$ cat config.mk
export PLATFORM = sky130hd
export DESIGN_NAME = des_expand_keymix_flat
export DESIGN_NICKNAME = d
export VERILOG_FILES = /design/src/rtl/des_expand_keymix_if.sv /design/src/rtl/des_expand_keymix.sv /design/src/flat_wrapper.sv
export SDC_FILE = /design/constraint.sdc
export NUM_CORES = 1
export LEC_CHECK = 0
export CAP_MARGIN = 20
export CORE_MARGIN = 1
export CORE_UTILIZATION = 44
export CTS_CLUSTER_DIAMETER = 80
export DETAILED_ROUTE_END_ITERATION = 10
export PLACE_DENSITY = 0.89
export SYNTH_ARGS = -nofsm -noshare
export SYNTH_HDL_FRONTEND = slang
export SYNTH_SLANG_ARGS = --single-unit
$ cat constraint.sdc
create_clock -name clk -period 1.5 [get_ports clk]
set_input_delay 0.3 -clock clk [delete_from_list [all_inputs] [get_ports clk]]
set_output_delay 0.3 -clock clk [all_outputs]
set_load 0.01 [all_outputs]
$ cat src/rtl/des_expand_keymix_if.sv
// ---------------------------------------------------------------------------
// des_expand_keymix_if
//   Stream bundle around the DES expansion / key-mix stage.
//   Input side : in_valid/in_ready handshake with in_right, in_left,
//                in_subkey and in_tag.
//   Output side: out_valid/out_ready handshake with out_sbox (eight 6-bit
//                S-box inputs), out_left and out_tag.
//   Modports   : master = producer of inputs / consumer of outputs (bench or
//                upstream logic), slave = the key-mix stage itself.
// ---------------------------------------------------------------------------
interface des_expand_keymix_if #(
    parameter int TAG_W = 4
) ();
    logic              in_valid;
    logic              in_ready;
    logic [31:0]       in_right;
    logic [31:0]       in_left;
    logic [47:0]       in_subkey;
    logic [TAG_W-1:0]  in_tag;

    logic              out_valid;
    logic              out_ready;
    logic [47:0]       out_sbox;
    logic [31:0]       out_left;
    logic [TAG_W-1:0]  out_tag;

    modport master (
        output in_valid, in_right, in_left, in_subkey, in_tag, out_ready,
        input  in_ready, out_valid, out_sbox, out_left, out_tag
    );

    modport slave (
        input  in_valid, in_right, in_left, in_subkey, in_tag, out_ready,
        output in_ready, out_valid, out_sbox, out_left, out_tag
    );
endinterface

$ cat src/rtl/des_expand_keymix.sv
// ---------------------------------------------------------------------------
// des_expand_keymix
//   DES round-function front end: out_sbox = E(R) XOR K, registered, with the
//   left half and a round tag carried alongside. A two-entry store (output
//   register plus one skid register) keeps full throughput under downstream
//   backpressure while in_ready stays a pure register output.
//
// Ports
//   clk       rising-edge clock
//   rst_n     asynchronous active-low reset
//   zeroize   (only with DES_KEYMIX_ZEROIZE_EN) flush both entries and clear
//             the output data
//   bus       des_expand_keymix_if.slave: in_* handshake/data, out_* handshake/data
//
// Build option
//   DES_KEYMIX_ZEROIZE_EN  adds the zeroize input and its flush logic.
//
// Occupancy FSM
//   state     | meaning
//   OCC_EMPTY | no entry held, out_valid = 0, in_ready = 1
//   OCC_ONE   | output register holds an entry, skid empty, in_ready = 1
//   OCC_TWO   | output register and skid both hold entries, in_ready = 0
// ---------------------------------------------------------------------------
module des_expand_keymix #(
    parameter int TAG_W = 4
) (
    input  logic clk,
    input  logic rst_n,
`ifdef DES_KEYMIX_ZEROIZE_EN
    input  logic zeroize,
`endif
    des_expand_keymix_if.slave bus
);

    typedef enum logic [1:0] {
        OCC_EMPTY = 2'd0,
        OCC_ONE   = 2'd1,
        OCC_TWO   = 2'd2
    } occ_t;

    occ_t state, state_nxt;

    logic [47:0]      oreg_sbox, skid_sbox;
    logic [31:0]      oreg_left, skid_left;
    logic [TAG_W-1:0] oreg_tag,  skid_tag;

    logic             in_ready_int;
    logic             accept;
    logic             load_oreg;
    logic             oreg_from_skid;
    logic             load_skid;
    logic             clear_all;
    logic [47:0]      mix;

    // DES bit n is in_right[32-n]. Chunk j (0-based, MSB first) takes DES bits
    // 4j .. 4j+5, where bit 0 wraps to 32 and bit 33 wraps to 1; both wraps
    // fall out of taking the vector index modulo 32.
    function automatic logic [47:0] expand(input logic [31:0] r);
        logic [47:0] e;
        int          src;
        int          dst;
        e = '0;
        for (int j = 0; j < 8; j++) begin
            for (int k = 0; k < 6; k++) begin
                src = (32 - 4*j - k) & 31;
                dst = 47 - 6*j - k;
                e[dst[5:0]] = r[src[4:0]];
            end
        end
        return e;
    endfunction

    assign mix = expand(bus.in_right) ^ bus.in_subkey;

`ifdef DES_KEYMIX_ZEROIZE_EN
    assign in_ready_int = (state != OCC_TWO) && !zeroize;
`else
    assign in_ready_int = (state != OCC_TWO);
`endif

    assign accept = bus.in_valid && in_ready_int;

    always_ff @(posedge clk or negedge rst_n) begin
        if (!rst_n) begin
            state <= OCC_EMPTY;
        end else begin
            state <= state_nxt;
        end
    end

    always_comb begin
        state_nxt      = state;
        load_oreg      = 1'b0;
        oreg_from_skid = 1'b0;
        load_skid      = 1'b0;
        clear_all      = 1'b0;

        case (state)
            OCC_EMPTY: begin
                if (accept) begin
                    load_oreg = 1'b1;
                    state_nxt = OCC_ONE;
                end
            end
            OCC_ONE: begin
                if (bus.out_ready) begin
                    if (accept) begin
                        load_oreg = 1'b1;
                    end else begin
                        state_nxt = OCC_EMPTY;
                    end
                end else if (accept) begin
                    load_skid = 1'b1;
                    state_nxt = OCC_TWO;
                end
            end
            OCC_TWO: begin
                // in_ready is low here, so no new input competes with the skid
                if (bus.out_ready) begin
                    load_oreg      = 1'b1;
                    oreg_from_skid = 1'b1;
                    state_nxt      = OCC_ONE;
                end
            end
            default: begin
                state_nxt = OCC_EMPTY;
            end
        endcase

`ifdef DES_KEYMIX_ZEROIZE_EN
        if (zeroize) begin
            state_nxt      = OCC_EMPTY;
            load_oreg      = 1'b0;
            oreg_from_skid = 1'b0;
            load_skid      = 1'b0;
            clear_all      = 1'b1;
        end
`endif
    end

    // Data registers only move on a load, so the outputs stay quiet while idle.
    always_ff @(posedge clk or negedge rst_n) begin
        if (!rst_n) begin
            oreg_sbox <= '0;
            oreg_left <= '0;
            oreg_tag  <= '0;
            skid_sbox <= '0;
            skid_left <= '0;
            skid_tag  <= '0;
        end else if (clear_all) begin
            oreg_sbox <= '0;
            oreg_left <= '0;
            oreg_tag  <= '0;
            skid_sbox <= '0;
            skid_left <= '0;
            skid_tag  <= '0;
        end else begin
            if (load_oreg) begin
                if (oreg_from_skid) begin
                    oreg_sbox <= skid_sbox;
                    oreg_left <= skid_left;
                    oreg_tag  <= skid_tag;
                end else begin
                    oreg_sbox <= mix;
                    oreg_left <= bus.in_left;
                    oreg_tag  <= bus.in_tag;
                end
            end
            if (load_skid) begin
                skid_sbox <= mix;
                skid_left <= bus.in_left;
                skid_tag  <= bus.in_tag;
            end
        end
    end

    assign bus.in_ready  = in_ready_int;
    assign bus.out_valid = (state != OCC_EMPTY);
    assign bus.out_sbox  = oreg_sbox;
    assign bus.out_left  = oreg_left;
    assign bus.out_tag   = oreg_tag;

endmodule

$ cat src/flat_wrapper.sv
// flat-port wrapper written by rule: the top's interface ports become plain ports
module des_expand_keymix_flat 
#(
    parameter int TAG_W = 4
)
  (clk, rst_n, bus_in_valid, bus_in_right, bus_in_left, bus_in_subkey, bus_in_tag, bus_out_ready, bus_in_ready, bus_out_valid, bus_out_sbox, bus_out_left, bus_out_tag);
  des_expand_keymix_if #(.TAG_W(TAG_W)) bus_i ();
  input  logic clk;
  input  logic rst_n;
  input wire logic [$bits(bus_i.in_valid)-1:0] bus_in_valid;
  input wire logic [$bits(bus_i.in_right)-1:0] bus_in_right;
  input wire logic [$bits(bus_i.in_left)-1:0] bus_in_left;
  input wire logic [$bits(bus_i.in_subkey)-1:0] bus_in_subkey;
  input wire logic [$bits(bus_i.in_tag)-1:0] bus_in_tag;
  input wire logic [$bits(bus_i.out_ready)-1:0] bus_out_ready;
  output wire logic [$bits(bus_i.in_ready)-1:0] bus_in_ready;
  output wire logic [$bits(bus_i.out_valid)-1:0] bus_out_valid;
  output wire logic [$bits(bus_i.out_sbox)-1:0] bus_out_sbox;
  output wire logic [$bits(bus_i.out_left)-1:0] bus_out_left;
  output wire logic [$bits(bus_i.out_tag)-1:0] bus_out_tag;
  assign bus_i.in_valid = bus_in_valid;
  assign bus_i.in_right = bus_in_right;
  assign bus_i.in_left = bus_in_left;
  assign bus_i.in_subkey = bus_in_subkey;
  assign bus_i.in_tag = bus_in_tag;
  assign bus_i.out_ready = bus_out_ready;
  assign bus_in_ready = bus_i.in_ready;
  assign bus_out_valid = bus_i.out_valid;
  assign bus_out_sbox = bus_i.out_sbox;
  assign bus_out_left = bus_i.out_left;
  assign bus_out_tag = bus_i.out_tag;
  des_expand_keymix #(.TAG_W(TAG_W)) u_core (.clk(clk), .rst_n(rst_n), .bus(bus_i));
endmodule
==> Yosys cells after proc, flatten, opt, wreduce, memory -nomap -nowiden <==
Index checks and enable logic that the tools add are counted.
{ "op_classes": {"n_mul": 0, "muxes": 16, "bitwise_logic": 1, "n_eq_ne": 7, "reduce_logical": 4, "n_addsub": 0, "magnitude_cmp": 0, "n_div": 0, "n_shift": 0} }
{ "ops": {"columns": ["operator", "count"], "rows": [
  ["48-bit 2-to-1 mux", 1],
  ["48-bit bitwise XOR", 1],
  ["32-bit 2-to-1 mux", 1],
  ["2-bit 2-to-1 mux", 5],
  ["1-bit 2-to-1 mux", 6],
  ["2-bit one-hot mux with 3 select lines", 1],
  ["4-bit 2-to-1 mux", 1],
  ["2-bit != test (second input constant)", 2],
  ["4-bit AND reduction", 1],
  ["3-bit by 2-bit != test with 1-bit output (second input constant)", 1],
  ["3-bit != test (second input constant)", 1],
  ["1-bit one-hot mux with 3 select lines", 1],
  ["2-bit by 1-bit equality test with 1-bit output (second input constant)", 1],
  ["2-bit equality test (second input constant)", 1],
  ["2-bit logical NOT", 1],
  ["2-bit by 1-bit != test with 1-bit output (second input constant)", 1],
  ["2-bit nonzero test", 1],
  ["1-bit logical AND", 1]
]} }
{ "totals": {"register_bits": 170, "mem_count": 0, "mem_bits_ro": 0, "mem_bits_rw": 0, "latch_bits": 0, "out_inout_bits": 86} }

==> Depth between registers and ports, before layout <==
Gate-level depths: netlist (run 1).
{ "depth": {"depth_word": 5, "mapped_depth": 6, "mapped_depth_nobuf": 3} }

==> Least setup slack after synthesis (run 1) <==
OpenSTA, ideal clock, no wires.
{ "synth_timing": {"kind": "reg-to-reg", "start": "register u_core.state[1]", "end": "register u_core.skid_left[10]", "synth_period_minus_slack_ns": 1.448, "t_arrival_ns": 1.323, "required_time_ns": 1.375, "setup_slack_ns": 0.052, "stages_incl_launch_ff": 5, "path_buffers": 2, "path_cell_list": "dfrtp_1 and4bb_1 buf_2 buf_2 mux2_2"} }
{ "synth_between": {"elab_chain_cells": 5} }
{ "synth_rtl": {"columns": ["item", "line", "source"], "rows": [
  ["start, declared", "des_expand_keymix.sv:41", "occ_t state, state_nxt;"],
  ["start signal, assigned", "des_expand_keymix.sv:87", "state <= state_nxt;"],
  ["2-bit != test", "des_expand_keymix.sv:78", "assign in_ready_int = (state != OCC_TWO);"],
  ["1-bit logical AND", "des_expand_keymix.sv:81", "assign accept = bus.in_valid && in_ready_int;"],
  ["1-bit 2-to-1 mux", "des_expand_keymix.sv:112", "end else if (accept) begin"],
  ["1-bit 2-to-1 mux", "des_expand_keymix.sv:106", "if (bus.out_ready) begin"],
  ["1-bit 2-to-1 mux (*)", "des_expand_keymix.sv:98", "case (state)"],
  ["end signal, assigned", "des_expand_keymix.sv:171", "skid_left <= bus.in_left;"],
  ["end, declared", "des_expand_keymix.sv:44", "logic [31:0] oreg_left, skid_left;"]
]} }
Every way passes the cells marked *; elsewhere a longest branch is shown, timed or not.
A chain may end at the register's enable or synchronous reset.

==> Worst setup path after layout (run 1) <==
{ "layout_timing": {"start": "register u_core.state[1]", "end": "register u_core.skid_left[17]"} }
Same word-level chain as after synthesis.

==> results of run 1 <==
-- registers in the layout (all words and copies together) (netlist names) --
signal               flops
u_core.bus.out_sbox     48
u_core.skid_sbox        48
u_core.bus.out_left     32
u_core.skid_left        32
u_core.bus.out_tag       4
u_core.skid_tag          4
u_core.state             2
-- layout make-up --
class | instances | area share [%]
multi-input combinational | 434 | 31.0
clock buffer | 18 | 3.51
tap | 220 | 2.20
clock inverter | 14 | 1.10
timing repair buffer | 288 | 26.8
inverter | 48 | 1.44
sequential | 170 | 34.0
-- metal layers --
metal	vias to the layer above	wire length [µm]	share of wire (%)	GRT usage (%)
met5	-	0	0	0
met4	0	921	3.4	9.03
met3	67	2040	7.6	6.89
met2	394	13900	52	42.3
met1	3471	10000	37	31.0
li1	2960	-	-	-
-- worst min-delay path by stage --
stage	depth (start not counted)	end	slack, ns	from
after floorplan	0	u_core.bus.out_left[0]$_DFFE_PN0P_	0.004	rst_n
after global placement	1	u_core.bus.out_left[11]$_DFFE_PN0P_	0.22	rst_n
after detailed placement	1	u_core.bus.out_left[11]$_DFFE_PN0P_	0.23	rst_n
after CTS	2	u_core.skid_left[11]$_DFFE_PN0P_	0.34	rst_n
after global routing	2	u_core.skid_left[11]$_DFFE_PN0P_	0.35	rst_n
final	2	u_core.skid_left[11]$_DFFE_PN0P_	0.34	rst_n
-- cells in the mapped netlist --
library cell / instances / share of area (%)
sky130_fd_sc_hd__dfrtp_1: 170 / 56
sky130_fd_sc_hd__nor2_1: 132 / 6.5
sky130_fd_sc_hd__a21oi_1: 49 / 3.2
sky130_fd_sc_hd__inv_1: 48 / 2.4
sky130_fd_sc_hd__xnor2_1: 48 / 5.5
sky130_fd_sc_hd__a31oi_1: 36 / 3.0
sky130_fd_sc_hd__mux2_2: 36 / 5.3
sky130_fd_sc_hd__nand3_1: 36 / 2.4
sky130_fd_sc_hd__o21ai_0: 36 / 2.4
sky130_fd_sc_hd__a221oi_2: 29 / 5.7
sky130_fd_sc_hd__buf_2: 24 / 1.6
sky130_fd_sc_hd__a221oi_1: 19 / 2.2
sky130_fd_sc_hd__clkbuf_1: 14 / 0.69
sky130_fd_sc_hd__buf_4: 7 / 0.69
sky130_fd_sc_hd__buf_6: 6 / 0.89
sky130_fd_sc_hd__buf_1: 3 / 0.15
sky130_fd_sc_hd__nand2b_1: 3 / 0.25
sky130_fd_sc_hd__nor2b_1: 2 / 0.16
sky130_fd_sc_hd__o22ai_1: 2 / 0.16
sky130_fd_sc_hd__a21boi_1: 1 / 0.099
sky130_fd_sc_hd__and4bb_1: 1 / 0.16
sky130_fd_sc_hd__mux2i_1: 1 / 0.13
sky130_fd_sc_hd__nand3b_1: 1 / 0.099
sky130_fd_sc_hd__nor2_2: 1 / 0.083
sky130_fd_sc_hd__or2_2: 1 / 0.083
-- critical path: stages, from the launching register on --
cell and delay [ns]:
sky130_fd_sc_hd__dfrtp_2 0.44, sky130_fd_sc_hd__and4bb_4 0.38, sky130_fd_sc_hd__buf_12 0.15, sky130_fd_sc_hd__buf_12 0.18, sky130_fd_sc_hd__mux2_2 0.36
-- placed cells by master (no fill, tap or decap), drive strengths merged --
| cell type | instances |
|---|---|
| clkinvlp | 2 |
| a21oi | 49 |
| dlygate4sd3 | 1 |
| a21boi | 1 |
| clkbuf | 36 |
| nand2b | 3 |
| clkinv | 6 |
| dlygate4sd2 | 85 |
| buf | 67 |
| mux2i | 1 |
| o22ai | 2 |
| a221oi | 48 |
| or2 | 1 |
| inv | 53 |
| nand3 | 36 |
| nand3b | 1 |
| dfrtp | 170 |
| mux2 | 36 |
| xnor2 | 48 |
| clkdlybuf4s50 | 117 |
| o21ai | 36 |
| nor2b | 2 |
| a31oi | 36 |
| bufinv | 1 |
| nor2 | 133 |
| and4bb | 1 |
-- logic make-up after synthesis --
family	count (synthesis)
AND/OR/NAND/NOR	177
XOR/XNOR	48
buffers and inverters	102
flip-flops	170
multiplexers	37
AO/OA/AOI/OAI	172
-- what timing repair did --
item                       CTS  global route
gates resized for setup    139           237
buffers inserted             7             6
pin swaps                   36             6
gates cloned                 5            27
hold endpoints to repair    26             0
hold buffers                 1             0
setup endpoints to repair  122           121
-- power by group --
| group | internal [mW] | switching (mW) | leakage, nW | total, mW |
|---|---|---|---|---|
| clock network | 2.37 | 1.98 | 0.278 | 4.35 |
| registers | 6.37 | 1.62 | 1.94 | 7.99 |
| logic | 3.69 | 3.27 | 2.96 | 6.96 |
==> flow_summary.json, run 1 <==
{
  "clock_tree.buffer_depth": 2,
  "category_of_the_most_critical_setup_path": "flop to flop",
  "critical_path_required_time_ns": 1.81,
  "layout-area-overhead-vs-synth_pct": 65.1,
  "drv_cap": 0,
  "vias_per_cell": 5.78,
  "failed_checks": "negative setup slack",
  "dr.pass1.iters": 5,
  "clock-skew-final_ns": 0.00907,
  "reg2reg_depth": 4,
  "mappedNetlistNets": 826,
  "main_combinational_cell_family_by_area_after_synthesis": "compound AO/OA/AOI/OAI gates",
  "die_x_um": 133,
  "post_synth_mux_area_share_pct": 5.48,
  "cts-htree-levels": 4,
  "route.detailed.drc": 0,
  "final_layout_size_suffix_gt1_share_pct": 34.5,
  "worst_ir_drop_vdd_mv": 1.03,
  "antenna_cells": 0,
  "critical_path_arrival_ns": 1.94,
  "drtAntennaViolNets": 0,
  "drtIter0Drc": 422,
  "cts_inserted_buffers": 17,
  "postSynthCellCount": 706,
  "timing.final.crit_share_pct": 109,
  "final.fill_count": 1007,
  "slew_headroom_pct": 62.4,
  "timing.critical_path.from_type": "flop",
  "simple_gate_area_share_of_the_yosys_netlist_pct": 9.75,
  "die_area_um2": 17800,
  "synth_compound_area_share_pct": 16.8,
  "report.final.hold_viol_count": 0,
  "routedWlPerCell_um": 22.5,
  "synthesis.yosys.warnings": 0,
  "cts.clk_slew.worst_paths_ns": 0.07,
  "tritoncts": "built",
  "preCtsSetupSlack_ns": -0.471,
  "fp.coreArea_um2": 16700,
  "synthXorXnorAreaFrac_pct": 5.54,
  "via_count": 6892,
  "placed_area_um2": 10100,
  "pwr_per_cell_area_nw_per_um2": 1540,
  "r2r_start": "u_core.state[1]$_DFFE_PN0P_",
  "antenna_found_initial": 0,
  "clk-insertion-delay-late_ns": 0.43,
  "design.final.nets": 1079,
  "power_consumption_mw": 19.3,
  "slew_at_the_pin_closest_to_its_max_slew_limit_ns": 0.560,
  "final.setup.tns_ns": -7.14,
  "final.hold.worst_slack_ns": 0.338,
  "regArea_um2": 4260,
  "setup_ws_post_layout_ns": -0.129,
  "timing.fmax_mhz": 614,
  "globalRouteOverflowTotal": 0,
  "worst_setup_path_end_kind": "flop",
  "yosys.cell_types.count": 25,
  "regToRegSetupSlack_ns": -0.13,
  "initial_utilization_pct": 45.4,
  "synth_area_per_inst_um2": 10.7,
  "utilization_pct": 75.0,
  "postRouteWirelength_um": 26800,
  "fin_area_um2": 12500,
  "run_status": "finished, violations left",
  "rsz_0062_raised_after_global_routing": "yes",
  "synth.ff_latch_count": 170,
  "post-dp-hpwl_um": 13900,
  "floorplan.die.height_um": 133,
  "number_of_global_route_vias_before_repair": 6657,
  "stdcell_count": 1192,
  "grt_use_total_pct": 25.1,
  "clock-root-buffer": "sky130_fd_sc_hd__clkbuf_16",
  "floorplan.io_pins": 206,
  "grt_first_pass_wirelength_um": 34700,
  "cts_sink_count": 170,
  "cp-startpoint": "u_core.state[1]$_DFFE_PN0P_",
  "finalSetupViolCount": 130,
  "maxSlewViolCount": 0,
  "max_fo_critical_path": 17,
  "grt_start_max_net_pins": 41,
  "netlist_area_um2": 7590,
  "power.leakage_nw": 5.19,
  "port-buffer-count": 205,
  "gpl.final_weighted_congestion": 0.746,
  "setup.worst_path.end": "u_core.skid_left[17]$_DFFE_PN0P_",
  "portion_of_the_post_synthesis_area_used_by_sequential_elements_pct": 56.1,
  "multi_input_area_um2": 3880,
  "finalCriticalPeriod_ns": 1.63,
  "number_of_placed_instances_with_taps_included": 1117,
  "regToRegEndpoint": "u_core.skid_left[17]$_DFFE_PN0P_",
  "num_rows": 47,
  "synth-adder-area-share_pct": 0,
  "worst_hold_path_type": "primary input to asynchronous set/reset pin"
}
Note: power is estimated with default switching activity, not from simulation.
==> run 2, diff against run 1 <==
--- a/config.mk
+++ b/config.mk
@@ -10,7 +10,9 @@
 export CORE_UTILIZATION = 44
 export CTS_CLUSTER_DIAMETER = 80
 export DETAILED_ROUTE_END_ITERATION = 10
+export GPL_TIMING_DRIVEN = 0
 export PLACE_DENSITY = 0.89
+export RECOVER_POWER = 50
 export SYNTH_ARGS = -nofsm -noshare
 export SYNTH_HDL_FRONTEND = slang
 export SYNTH_SLANG_ARGS = --single-unit
==> flow_summary.json, run 2 (synthesized netlist as in run 1, its figures left out) <==
{
  "run_status": "finished, violations left",
  "failed_checks": "negative setup slack",
  "cts-htree-levels": 4,
  "die_area_um2": 17800,
  "routedWlPerCell_um": 18.9,
  "netSwitchingPower_mw": 5.81,
  "slew_at_the_pin_closest_to_its_max_slew_limit_ns": 0.622,
  "layout_common_cells": "168 x sky130_fd_sc_hd__dfrtp_1, 129 x sky130_fd_sc_hd__nor2_1, 117 x sky130_fd_sc_hd__clkdlybuf4s50_1, 85 x sky130_fd_sc_hd__dlygate4sd2_1",
  "power.leakage_nw": 4.95,
  "grt_first_pass_wirelength_um": 33600,
  "worst_hold_path_type": "primary input to asynchronous set/reset pin",
  "critical_path_arrival_ns": 1.86,
  "category_of_the_most_critical_setup_path": "flop to flop",
  "clk-insertion-delay-late_ns": 0.43,
  "power_frac_seq_pct": 40.1,
  "layout-area-overhead-vs-synth_pct": 49.8,
  "number_of_global_route_vias_before_repair": 6594,
  "path_delay_family": "flip-flops",
  "antenna_cells": 0,
  "worst-path-buf-inv": 2,
  "power_switching_share_pct": 31.5,
  "fin_area_um2": 11400,
  "final.fill_count": 1245,
  "utilization_pct": 68.0,
  "tritoncts": "built",
  "initial_utilization_pct": 45.4,
  "clock-skew-final_ns": 0.0123,
  "report.final.hold_viol_count": 0,
  "dr.pass1.iters": 5,
  "timing.critical_path.cells": "and4bb_1 -> buf_12 -> clkbuf_16 -> mux2_2",
  "finalSetupViolCount": 50,
  "num_rows": 47,
  "final_common_cell": "sky130_fd_sc_hd__dfrtp_1",
  "preCtsSetupSlack_ns": -0.684,
  "drtIter0Drc": 286,
  "via_count": 6460,
  "pwr_per_cell_area_nw_per_um2": 1620,
  "antenna_found_initial": 1,
  "stdcell_count": 1182,
  "grt_start_max_net_pins": 92,
  "clock_tree.buffer_depth": 2,
  "clock-root-buffer": "sky130_fd_sc_hd__clkbuf_16",
  "worst_setup_path_end_kind": "flop",
  "final_layout_size_suffix_gt1_share_pct": 21.0,
  "clock_power_share_pct": 26.5,
  "rsz_0062_raised_after_global_routing": "yes",
  "critical_path_required_time_ns": 1.80,
  "setup_ws_post_layout_ns": -0.0550,
  "worst_ir_drop_vdd_mv": 1.07,
  "timing.critical_path.from_type": "flop",
  "combPwrFrac_pct": 33.4,
  "globalRouteOverflowTotal": 0,
  "timing.critical_path.slowest_cell_delay_ns": 0.44,
  "grt_use_total_pct": 24.3,
  "floorplan.die.height_um": 133,
  "gpl.final_weighted_congestion": 0.804,
  "design.final.nets": 1069,
  "route.detailed.drc": 0,
  "number_of_placed_instances_with_taps_included": 1132,
  "cts_sink_count": 170,
  "port-buffer-count": 205,
  "crit_path_top_delay_cell": "sky130_fd_sc_hd__dfrtp_2",
  "floorplan.io_pins": 206,
  "drtAntennaViolNets": 0,
  "finalCriticalPeriod_ns": 1.56,
  "placed_area_um2": 9950,
  "p_int_mw": 12.6,
  "cts.clk_slew.worst_paths_ns": 0.07,
  "maxSlewViolCount": 0,
  "timing.fmax_mhz": 643,
  "post-dp-hpwl_um": 14300,
  "power_consumption_mw": 18.4,
  "fp.coreArea_um2": 16700,
  "die_x_um": 133,
  "final.hold.worst_slack_ns": 0.426,
  "final.setup.tns_ns": -1.01,
  "timing.final.crit_share_pct": 104,
  "vias_per_cell": 5.47,
  "drv_cap": 0,
  "max_fo_critical_path": 9,
  "slew_headroom_pct": 58.6,
  "postRouteWirelength_um": 22300,
  "cts_inserted_buffers": 17
}
-- run 2: cell types whose count changed in the layout (fill, tap and decap cells not counted), sizes merged --
cell      delta
clkbuf       -7
buf          -4
bufinv       +4
clkinv       -4
clkinvlp     +1
-- run 2: worst paths after layout --
check / startpoint / end / slack (ns) / cells past startpoint
worst max register to register: u_core.state[1]$_DFFE_PN0P_ / u_core.skid_left[0]$_DFFE_PN0P_ / -0.06 / 4
worst min register to register: u_core.skid_left[28]$_DFFE_PN0P_ / u_core.skid_left[28]$_DFFE_PN0P_ / 0.52 / 1
worst max-delay path: u_core.state[1]$_DFFE_PN0P_ / u_core.skid_left[0]$_DFFE_PN0P_ / -0.06 / 4
min in group clk: bus_in_left[29] / u_core.bus.out_left[29]$_DFFE_PN0P_ / 0.48 / 3
worst min-delay path: rst_n / u_core.skid_left[11]$_DFFE_PN0P_ / 0.43 / 2
max in group asynchronous: rst_n / u_core.bus.out_sbox[29]$_DFFE_PN0P_ / 0.21 / 3
-- run 2: power groups by stage --
stage,clock (mW),combinational [mW],sequential (mW)
2_1_floorplan,0,2.59,7.57
3_3_place_gp,0,5.50,7.30
3_5_place_dp,0,5.69,7.37
4_1_cts,4.93,5.59,7.31
5_1_grt,5.09,6.63,7.59
6_report,4.88,6.16,7.39
-- run 2: final cells by class --
| class | count | area (µm²) | area share [%] |
|---|---|---|---|
| inverters | 48 | 180 | 1.59 |
| repair buffers | 225 | 2260 | 19.9 |
| flip-flops and latches | 170 | 4260 | 37.5 |
| plain buffers | 53 | 568 | 5.00 |
| well taps | 220 | 275 | 2.42 |
| clock buffers | 17 | 425 | 3.74 |
| clock inverters | 15 | 234 | 2.06 |
| multi-input cells | 434 | 3160 | 27.8 |
-- run 2: timing repair --
item | in CTS | in global routing
hold endpoints to repair | 79 | 0
buffers inserted | 11 | 1
gates cloned | 4 | 3
pin swaps | 28 | 17
resized for setup | 174 | 123
hold buffers | 1 | 0
setup endpoints to repair | 252 | 155
-- run 2: worst reg2reg max path, cell delays in order, from the launching register on --
cell                        delay (ns)
sky130_fd_sc_hd__dfrtp_2          0.44
sky130_fd_sc_hd__and4bb_1         0.31
sky130_fd_sc_hd__buf_12           0.18
sky130_fd_sc_hd__clkbuf_16        0.18
sky130_fd_sc_hd__mux2_2           0.33
-- run 2: per-layer routing --
| layer | routed length, µm | GRT usage (%) | vias up |
|---|---|---|---|
| li1 | - | - | 2941 |
| met2 | 11500 | 42.2 | 250 |
| met5 | 13 | 0 | - |
| met1 | 8730 | 28.9 | 3233 |
| met3 | 1720 | 6.58 | 34 |
| met4 | 411 | 8.46 | 2 |
